File: config.mk
export PLATFORM = sky130hd
export DESIGN_NAME = cmos_size_cfg
export DESIGN_NICKNAME = d
export VERILOG_FILES = /design/src/rtl/cmos_cfg_pkg.sv /design/src/rtl/cmos_size_reg_lut.sv /design/src/rtl/cmos_size_cfg.sv
export SDC_FILE = /design/constraint.sdc
export NUM_CORES = 1
export LEC_CHECK = 0
export CAP_MARGIN = 40
export CORE_UTILIZATION = 59
export DETAILED_ROUTE_END_ITERATION = 6
export GPL_ROUTABILITY_DRIVEN = 0
export PLACE_DENSITY = 0.88
export SLEW_MARGIN = 20
export SYNTH_ARGS = -nofsm -noshare
export SYNTH_HDL_FRONTEND = slang
export SYNTH_HIERARCHICAL = 1
export SYNTH_SLANG_ARGS = --single-unit
export TNS_END_PERCENT = 5
File: constraint.sdc
create_clock -name clk -period 3.38 [get_ports clk]
set_input_delay 0.507 -clock clk [delete_from_list [all_inputs] [get_ports clk]]
set_output_delay 0.507 -clock clk [all_outputs]
set_load 0.02 [all_outputs]
File: src/rtl/cmos_cfg_pkg.sv
// Shared constants for the camera window/timing register sequencer.
package cmos_cfg_pkg;

  localparam int I2C_W = 24;

  // Output-window and frame-timing register addresses
  localparam logic [15:0] REG_DVPHO_H = 16'h3808;
  localparam logic [15:0] REG_DVPHO_L = 16'h3809;
  localparam logic [15:0] REG_DVPVO_H = 16'h380A;
  localparam logic [15:0] REG_DVPVO_L = 16'h380B;
  localparam logic [15:0] REG_HTS_H   = 16'h380C;
  localparam logic [15:0] REG_HTS_L   = 16'h380D;
  localparam logic [15:0] REG_VTS_H   = 16'h380E;
  localparam logic [15:0] REG_VTS_L   = 16'h380F;

  localparam logic [2:0] ST_INIT  = 3'd0;
  localparam logic [2:0] ST_IDLE  = 3'd1;
  localparam logic [2:0] ST_LOAD  = 3'd2;
  localparam logic [2:0] ST_WRITE = 3'd3;
  localparam logic [2:0] ST_WAIT  = 3'd4;
  localparam logic [2:0] ST_NEXT  = 3'd5;

  typedef enum logic [2:0] {
    S_INIT  = ST_INIT,
    S_IDLE  = ST_IDLE,
    S_LOAD  = ST_LOAD,
    S_WRITE = ST_WRITE,
    S_WAIT  = ST_WAIT,
    S_NEXT  = ST_NEXT
  } state_e;

  // Upper five bits of a 13-bit size, zero-extended to a register byte
  function automatic logic [7:0] hi5(input logic [12:0] v);
    return {3'b000, v[12:8]};
  endfunction

endpackage

File: src/rtl/cmos_size_reg_lut.sv
// Maps a write index plus the shadowed geometry to one {addr, data} word.
module cmos_size_reg_lut
  import cmos_cfg_pkg::*;
(
  input  logic [2:0]       idx_i,
  input  logic [12:0]      h_i,
  input  logic [12:0]      v_i,
  input  logic [12:0]      hts_i,
  input  logic [12:0]      vts_i,
  output logic [I2C_W-1:0] word_o
);

  // Register order: window width, window height, HTS, VTS (high byte first)
  always_comb begin
    word_o = '0;
    case (idx_i)
      3'd0: word_o = {REG_DVPHO_H, hi5(h_i)};
      3'd1: word_o = {REG_DVPHO_L, h_i[7:0]};
      3'd2: word_o = {REG_DVPVO_H, hi5(v_i)};
      3'd3: word_o = {REG_DVPVO_L, v_i[7:0]};
      3'd4: word_o = {REG_HTS_H,   hi5(hts_i)};
      3'd5: word_o = {REG_HTS_L,   hts_i[7:0]};
      3'd6: word_o = {REG_VTS_H,   hi5(vts_i)};
      3'd7: word_o = {REG_VTS_L,   vts_i[7:0]};
      default: word_o = '0;
    endcase
  end

endmodule

File: src/rtl/cmos_size_cfg.sv
// Programs DVPHO/DVPVO/HTS/VTS over the I2C write driver, retrying NACKs and
// re-running whenever the requested geometry changes.
module cmos_size_cfg
  import cmos_cfg_pkg::*;
#(
  parameter logic [19:0] INIT_DLY  = 20'd1000,
  parameter logic [1:0]  MAX_RETRY = 2'd3
) (
  input  logic             clk,
  input  logic             rst_n,
  input  logic             cfg_start,
  input  logic [12:0]      cmos_h_pixel,
  input  logic [12:0]      cmos_v_pixel,
  input  logic [12:0]      total_h_pixel,
  input  logic [12:0]      total_v_pixel,
  output logic             i2c_exec,
  output logic [I2C_W-1:0] i2c_data,
  input  logic             i2c_done,
  input  logic             i2c_ack,
  output logic             cfg_busy,
  output logic             cfg_done,
  output logic             cfg_err
);

  state_e           state_q, state_d;
  logic [19:0]      cnt_q, cnt_d;
  logic [2:0]       idx_q, idx_d;
  logic [1:0]       retry_q, retry_d;
  logic [12:0]      h_q, h_d, v_q, v_d, hts_q, hts_d, vts_q, vts_d;
  logic             pend_q, pend_d;
  logic             exec_q, exec_d;
  logic [I2C_W-1:0] data_q, data_d;
  logic             done_q, done_d;
  logic             err_q, err_d;
  logic [I2C_W-1:0] lut_word;
  logic             size_diff;

  cmos_size_reg_lut u_lut (
    .idx_i  (idx_q),
    .h_i    (h_q),
    .v_i    (v_q),
    .hts_i  (hts_q),
    .vts_i  (vts_q),
    .word_o (lut_word)
  );

  assign size_diff = (cmos_h_pixel  != h_q)   || (cmos_v_pixel  != v_q) ||
                     (total_h_pixel != hts_q) || (total_v_pixel != vts_q);

  // Next-state and register updates for the write sequencer
  always_comb begin
    state_d = state_q;
    cnt_d   = cnt_q;
    idx_d   = idx_q;
    retry_d = retry_q;
    h_d     = h_q;
    v_d     = v_q;
    hts_d   = hts_q;
    vts_d   = vts_q;
    pend_d  = pend_q;
    exec_d  = 1'b0;
    data_d  = data_q;
    done_d  = done_q;
    err_d   = err_q;

    // A request arriving mid-sequence is remembered and replayed afterwards
    if ((state_q == S_WRITE || state_q == S_WAIT || state_q == S_NEXT) &&
        (cfg_start || size_diff))
      pend_d = 1'b1;

    case (state_q)
      S_INIT: begin
        if (cnt_q == INIT_DLY - 20'd1) begin
          cnt_d   = '0;
          state_d = S_LOAD;
        end else begin
          cnt_d = cnt_q + 20'd1;
        end
      end
      S_IDLE: begin
        if (cfg_start || pend_q || size_diff) state_d = S_LOAD;
      end
      S_LOAD: begin
        h_d     = cmos_h_pixel;
        v_d     = cmos_v_pixel;
        hts_d   = total_h_pixel;
        vts_d   = total_v_pixel;
        idx_d   = '0;
        retry_d = '0;
        done_d  = 1'b0;
        err_d   = 1'b0;
        pend_d  = 1'b0;
        state_d = S_WRITE;
      end
      S_WRITE: begin
        data_d  = lut_word;
        exec_d  = 1'b1;
        state_d = S_WAIT;
      end
      S_WAIT: begin
        if (i2c_done) begin
          if (!i2c_ack) begin
            // Flag completion on the way into NEXT so it lands one cycle after done
            if (idx_q == 3'd7) done_d = 1'b1;
            state_d = S_NEXT;
          end else if (retry_q < MAX_RETRY) begin
            retry_d = retry_q + 2'd1;
            state_d = S_WRITE;
          end else begin
            err_d   = 1'b1;
            state_d = S_IDLE;
          end
        end
      end
      S_NEXT: begin
        if (idx_q != 3'd7) begin
          idx_d   = idx_q + 3'd1;
          retry_d = '0;
          state_d = S_WRITE;
        end else begin
          state_d = S_IDLE;
        end
      end
      default: state_d = S_INIT;
    endcase
  end

  // State and datapath registers
  always_ff @(posedge clk or negedge rst_n) begin
    if (!rst_n) begin
      state_q <= S_INIT;
      cnt_q   <= '0;
      idx_q   <= '0;
      retry_q <= '0;
      h_q     <= '0;
      v_q     <= '0;
      hts_q   <= '0;
      vts_q   <= '0;
      pend_q  <= 1'b0;
      exec_q  <= 1'b0;
      data_q  <= '0;
      done_q  <= 1'b0;
      err_q   <= 1'b0;
    end else begin
      state_q <= state_d;
      cnt_q   <= cnt_d;
      idx_q   <= idx_d;
      retry_q <= retry_d;
      h_q     <= h_d;
      v_q     <= v_d;
      hts_q   <= hts_d;
      vts_q   <= vts_d;
      pend_q  <= pend_d;
      exec_q  <= exec_d;
      data_q  <= data_d;
      done_q  <= done_d;
      err_q   <= err_d;
    end
  end

  // Busy ends with the final WAIT, so it is already low in the closing NEXT
  assign cfg_busy = (state_q == S_LOAD) || (state_q == S_WRITE) ||
                    (state_q == S_WAIT) || (state_q == S_NEXT && idx_q != 3'd7);
  assign i2c_exec = exec_q;
  assign i2c_data = data_q;
  assign cfg_done = done_q;
  assign cfg_err  = err_q;

endmodule

==> results of run 1 <==
[critical path: stages, from the launching register on]
cell and delay [ns]:
dfrtp_1 0.65, ha_1 0.36, ha_1 0.23, nand2_1 0.08, nand2_1 0.04, o21ai_0 0.10
clkdlybuf4s50_1 0.65
[layout make-up]
| type | count | area (sq um) |
|---|---|---|
| multi-input combinational | 406 | 2750 |
| clock inverter | 6 | 47.5 |
| timing repair buffer | 90 | 908 |
| clock buffer | 10 | 138 |
| sequential | 108 | 2700 |
| tap | 129 | 161 |
| inverter | 18 | 67.6 |
| fill | 667 | 2590 |
[registers in the layout, summed over array words and instances (netlist names)]
name / flops
i2c_exec: 1
v_q: 13
idx_q: 3
cnt_q: 20
cfg_done: 1
retry_q: 2
hts_q: 13
i2c_data: 24
cfg_err: 1
pend_q: 1
vts_q: 13
state_q: 3
h_q: 13
[per-stage QoR]
step                cell area, sq um  instances  total power (uW)
floorplan                       5810        570              4200
global placement                6570        750              4840
detailed placement              6590        751              4950
CTS                             6780        767              5710
global route                    6780        767              6070
finish                          6780        767              5710
[report_power, final]
group / internal [uW] / switching (uW)
registers: 1820 / 551
clock network: 295 / 446
logic: 1300 / 1300
[cells in the final DEF, fill, tap and decap left out, types with 4 or more instances in the layout]
master	instances
nand2_1	111
dfrtp_1	108
clkdlybuf4s50_1	83
mux2_2	44
xnor2_1	33
o21ai_0	21
nor2_1	19
inv_1	17
xor2_1	17
nand4_1	15
conb_1	13
mux2i_1	12
a31oi_1	10
clkbuf_8	10
o21ai_1	9
a21oi_1	8
o22ai_1	8
nor4_1	7
nand3_1	5
nor3_1	5
and3_1	5
nand2b_1	5
buf_4	5
or3_1	4
a22o_1	4
and2_1	4
a211oi_1	4
ha_1	4
[logic make-up after synthesis]
family                   after synthesis  synth area share (%)
buffers and inverters                 56                  6.25
AND/OR/NAND/NOR                      198                  16.7
AO/OA/AOI/OAI                         82                  9.59
multiplexers                          59                  12.0
adder cells (fa/ha/maj)                4                 0.868
other                                  2                 0.130
XOR/XNOR                              50                  7.59
flip-flops                           108                  46.9
[synth_stat cells, types with 2 or more instances]
cell	number
a211oi_1	4
a21oi_1	8
a22o_1	4
a22oi_1	2
a31oi_1	10
and2_1	4
and3_1	5
buf_2	6
buf_4	15
buf_6	8
clkbuf_1	7
conb_1	2
dfrtp_1	108
ha_1	4
inv_1	17
mux2_2	44
mux2i_1	12
mux4_1	3
nand2_1	111
nand2b_1	5
nand3_1	5
nand4_1	15
nand4_2	2
nor2_1	20
nor2b_1	2
nor3_1	5
nor3b_1	2
nor4_1	7
o21ai_0	21
o21ai_1	9
o22a_1	3
o22ai_1	8
o2bb2ai_1	3
or3_1	4
xnor2_1	33
xor2_1	17
[per-layer routing]
metal	wire (um)	GRT usage, %
met5	0	0
met2	6270	44.0
met3	745	4.99
met4	289	8.92
met1	5440	36.2
[worst paths after layout]
kind,from,end,slack (ns),cells past startpoint
min in group clk,i2c_data[16],i2c_data[16],0.49,2
worst max register to register,vts_q[3],state_q[1],1.31,6
worst max-delay path,idx_q[0],cfg_busy,0.40,6
max in group asynchronous,rst_n,hts_q[10],2.38,3
worst min-delay path,rst_n,cnt_q[19],0.07,1
worst min register to register,i2c_data[16],i2c_data[16],0.49,2
==> metrics, run 1 <==
worst-path fanout max=21; Core Util, Final=72.3%; post-route ant nets=0; Num CTS Buffers=9; Port-buffer cells=84; worst hold path class=input pin to asynchronous set/reset pin; # setup viols final=0; CTS Hold Bufs=0; dpl ws=between 0.8 and 0.9 ns; CTS root buf=clkbuf_8; Netlist cell types=60; die height=101 um; Initial DRC Count=between 200 and 300; total of max-cap violations=0; CP Launch Type=register; CTS tree=done; CORE AREA=0.00937 sq mm; setup ws final=between 0.3 and 0.4 ns; routed wire length=12.7 mm; Final Hold Viols=0; layout cells sized above 1=about 13%; Initial Util=61.5%; critical path type=register to output port; Synth area leader=dfrtp_1; Leak=between 0.002 and 0.003 uW; wire per inst=16.6 um; first-pass GRT wire length=20.9 mm; data required time at the worst endpoint=between 2 and 3 ns; Syn Area/Cell=10.3 sq um; hpwl dp=9.36 mm; #FFs+latches synth=108; buffer depth of the longest clock path=2; async set or reset register ratio after synthesis=between 90% and 100%; DR vias=4397; Site Rows=35; die area=0.0102 sq mm; DRC viols=0; min Tclk post-route=about 3 ns; DIE WIDTH=101 um; Total GRT Usage=~27%; Worst VDD drop=approximately 0.54 mV; io pins=between 80 and 90; sequential fraction of the synthesis area=46.9%; TNS Setup=0 ns; Detailed Routing Iterations Pass 1=5; Worst-Skew Late Latency=0.37 ns; final hold slack=0.0729 ns; gr ovfl total=0; Yosys warnings=6; Post-Synthesis Cells=559; synth-to-layout area growth=17.5%; Post-CTS Setup Inserts=0; outcome=finished, final reports clean; CP Capture Type=output port; largest net degree at the start of global routing=between 60 and 70; achievable frequency=335 MHz; RSZ-0062 raised after global routing=false; post-route clock skew=about 0.013 ns; ranking of synthesized cells by area=dfrtp_1, mux2_2, nand2_1, xnor2_1, xor2_1; antenna fix cells=0; vias in the first global route=4284; htree depth=3; Final Cycle Share=88.2%; Arr. time, crit path=2.48 ns; Rel. slew slack=53.5%; Clock Pin Slew Worst Setup and Hold Paths=about 0.11 ns; Post-Synthesis Cell Area=0.00577 sq mm; Power per Cell Area=842 mW/mm^2; CTS sink count=roughly 110; Post-synth EDFFs=0; area fraction of the dominant cell type after synthesis=around 47%; top_reg_cell synth=dfrtp_1; nets=694; vias per cell=about 5.7; CTS-repair resized insts=0; Slew Limit Fails=0; Worst-Margin Slew=0.698 ns; initial antenna violation count=0
Power figures use the tool's default switching activity.
==> inputs of run 2 (changes only) <==
CTS_CLUSTER_SIZE = 25   (was default)
TNS_END_PERCENT = 100   (was 5)
==> results of run 2 <==
No change in the layout: final DEF, timing and power equal those of run 1.
==> inputs of run 3 (changes only) <==
CORE_UTILIZATION = 55   (was 59)
PLACE_DENSITY = 0.83   (was 0.88)
clock period = 3.3 ns   (was 3.38 ns; I/O delays follow)
==> run 3 against run 2 <==
First-iteration DRC count grew 40%. Flip-flop and latch count is the same. Die area grew 7.1%. Critical path type unchanged.
==> metrics, run 3 (synthesis gave the netlist of run 1 again) <==
Finished Cell Area=0.00678 sq mm (about the same); first-pass GRT wire length=21.1 mm (was 20.9 mm); nets=696 (was 694); Final Cycle Share=84.8%; commonest non-fill, non-tap cell in the layout=nand2_1 (unchanged); Port-buffer cells=84 (unchanged); Num CTS Buffers=9 (unchanged); Power per Cell Area=855 mW/mm^2 (was 842 mW/mm^2); most frequent cells in the layout=nand2_1, dfrtp_1, clkdlybuf4s50_1 (unchanged); total of max-cap violations=0 (unchanged); achievable frequency=357 MHz; CP Launch Type=register (unchanged); antenna fix cells=0 (unchanged); Total GRT Usage=24.8% (was 26.8%); routed wire length=12.7 mm (about the same); Worst-Skew Late Latency=0.38 ns (was 0.37 ns); DR vias=4353 (was 4397); outcome=finished, final reports clean (unchanged); CTS root buf=clkbuf_8 (unchanged); CORE AREA=0.0102 sq mm (was 0.00937 sq mm); max FFs per register=24 (unchanged); data required time at the worst endpoint=2.80 ns (was 2.87 ns); critical path type=register to output port (unchanged); vias per cell=5.62 (was 5.73); DRC viols=0 (unchanged); post-route clock skew=0.00787 ns (was 0.0128 ns); Multi-input gate area=0.00275 sq mm (unchanged); CP Capture Type=output port (unchanged); CTS sink count=108 (unchanged); TNS Setup=0 ns (unchanged); Detailed Routing Iterations Pass 1=5 (unchanged); synth-to-layout area growth=17.6% (was 17.5%); die area=0.0109 sq mm (was 0.0102 sq mm); wire per inst=16.5 um (was 16.6 um); CTS Hold Bufs=0 (unchanged); Worst VDD drop=0.403 mV (was 0.536 mV); worst hold path class=input pin to asynchronous set/reset pin (unchanged); Worst-Margin Slew=0.660 ns (was 0.698 ns); post-route ant nets=0 (unchanged); hpwl dp=9.50 mm (was 9.36 mm); Slew Limit Fails=0 (unchanged); die height=104 um (was 101 um); Final Non-Filler Cells=774 (was 767); buffer depth of the longest clock path=2 (unchanged); Fillers=779 (was 667); dpl cell area=0.00663 sq mm (was 0.00659 sq mm); FF/Latch Area=0.00270 sq mm (unchanged); CTS-repair resized insts=0 (unchanged); initial antenna violation count=0 (unchanged); CTS tree=done (unchanged); Rel. slew slack=56.0% (was 53.5%); largest net degree at the start of global routing=56 (was 65); Leak=0.00290 uW (about the same); layout cells sized above 1=12.4% (was 12.7%); Initial DRC Count=406 (was 291); Post-CTS Setup Inserts=0 (unchanged); Final Hold Viols=0 (unchanged); total power=5800 uW (was 5710 uW); Site Rows=37 (was 35); gr ovfl total=0 (unchanged); # setup viols final=0 (unchanged); min Tclk post-route=2.80 ns; DIE WIDTH=104 um (was 101 um); DP Cell Count=760 (was 751); Arr. time, crit path=2.30 ns (was 2.48 ns); io pins=85 (unchanged); RSZ-0062 raised after global routing=false (unchanged); worst-path fanout max=20 (was 21); Initial Util=56.4% (was 61.5%); htree depth=3 (unchanged); Clock Pin Slew Worst Setup and Hold Paths=0.09 ns (was 0.11 ns); vias in the first global route=4161 (was 4284); final hold slack=0.0670 ns (was 0.0729 ns)
[run 3: cell count changes in the layout (fill, tap and decap cells not counted), sizes merged]
| cell | change |
|---|---|
| clkbuf | +2 |
| clkinv | -2 |
| buf | +2 |
| inv | -2 |
[run 3: path summary, 6_finish.rpt]
kind | to | slack [ns] | depth (start not counted) | startpoint
max | cfg_busy | 0.50 | 5 | idx_q[2]
min | cnt_q[7] | 0.07 | 1 | rst_n
max reg2reg | state_q[1] | 1.24 | 6 | vts_q[3]
min reg2reg | i2c_data[23] | 0.48 | 2 | i2c_data[23]
max in group asynchronous | v_q[9] | 2.60 | 2 | rst_n
min in group clk | i2c_data[23] | 0.48 | 2 | i2c_data[23]
[run 3: report_power, final]
group          switching, uW  internal [uW]  total, uW
Sequential               532           1870       2400
Clock                    427            287        714
Combinational           1350           1340       2690
Total                   2300           3500       5800
[run 3: area by class of cell]
class                      count  area share [%]
clock buffer                  12            2.14
clock inverter                 2           0.184
timing repair buffer          92            13.7
multi-input combinational    406            40.6
sequential                   108            39.8
tap                          136            2.51
inverter                      18           0.996
[run 3: critical path, cell delays in order, from the launching register on]
cell,delay [ns]
dfrtp_1,0.78
ha_1,0.35
nand2_1,0.07
nand2_1,0.06
o21ai_0,0.11
clkdlybuf4s50_1,0.56
[run 3: metal layers]
metal	wire length [um]	vias to the layer above	track usage (%)
met2	6190	132	39.5
met1	5760	2129	34.1
li1	-	2069	-
met4	267	0	9.29
met3	520	23	4.07
met5	0	-	0
[run 3: through the flow]
stage,worst slack (ns),util (%)
detailed placement,0.713,64.8
finish,0.502,66.3
floorplan,1.53,-
global route,0.393,66.3
global placement,0.807,64.5
CTS,0.520,66.3
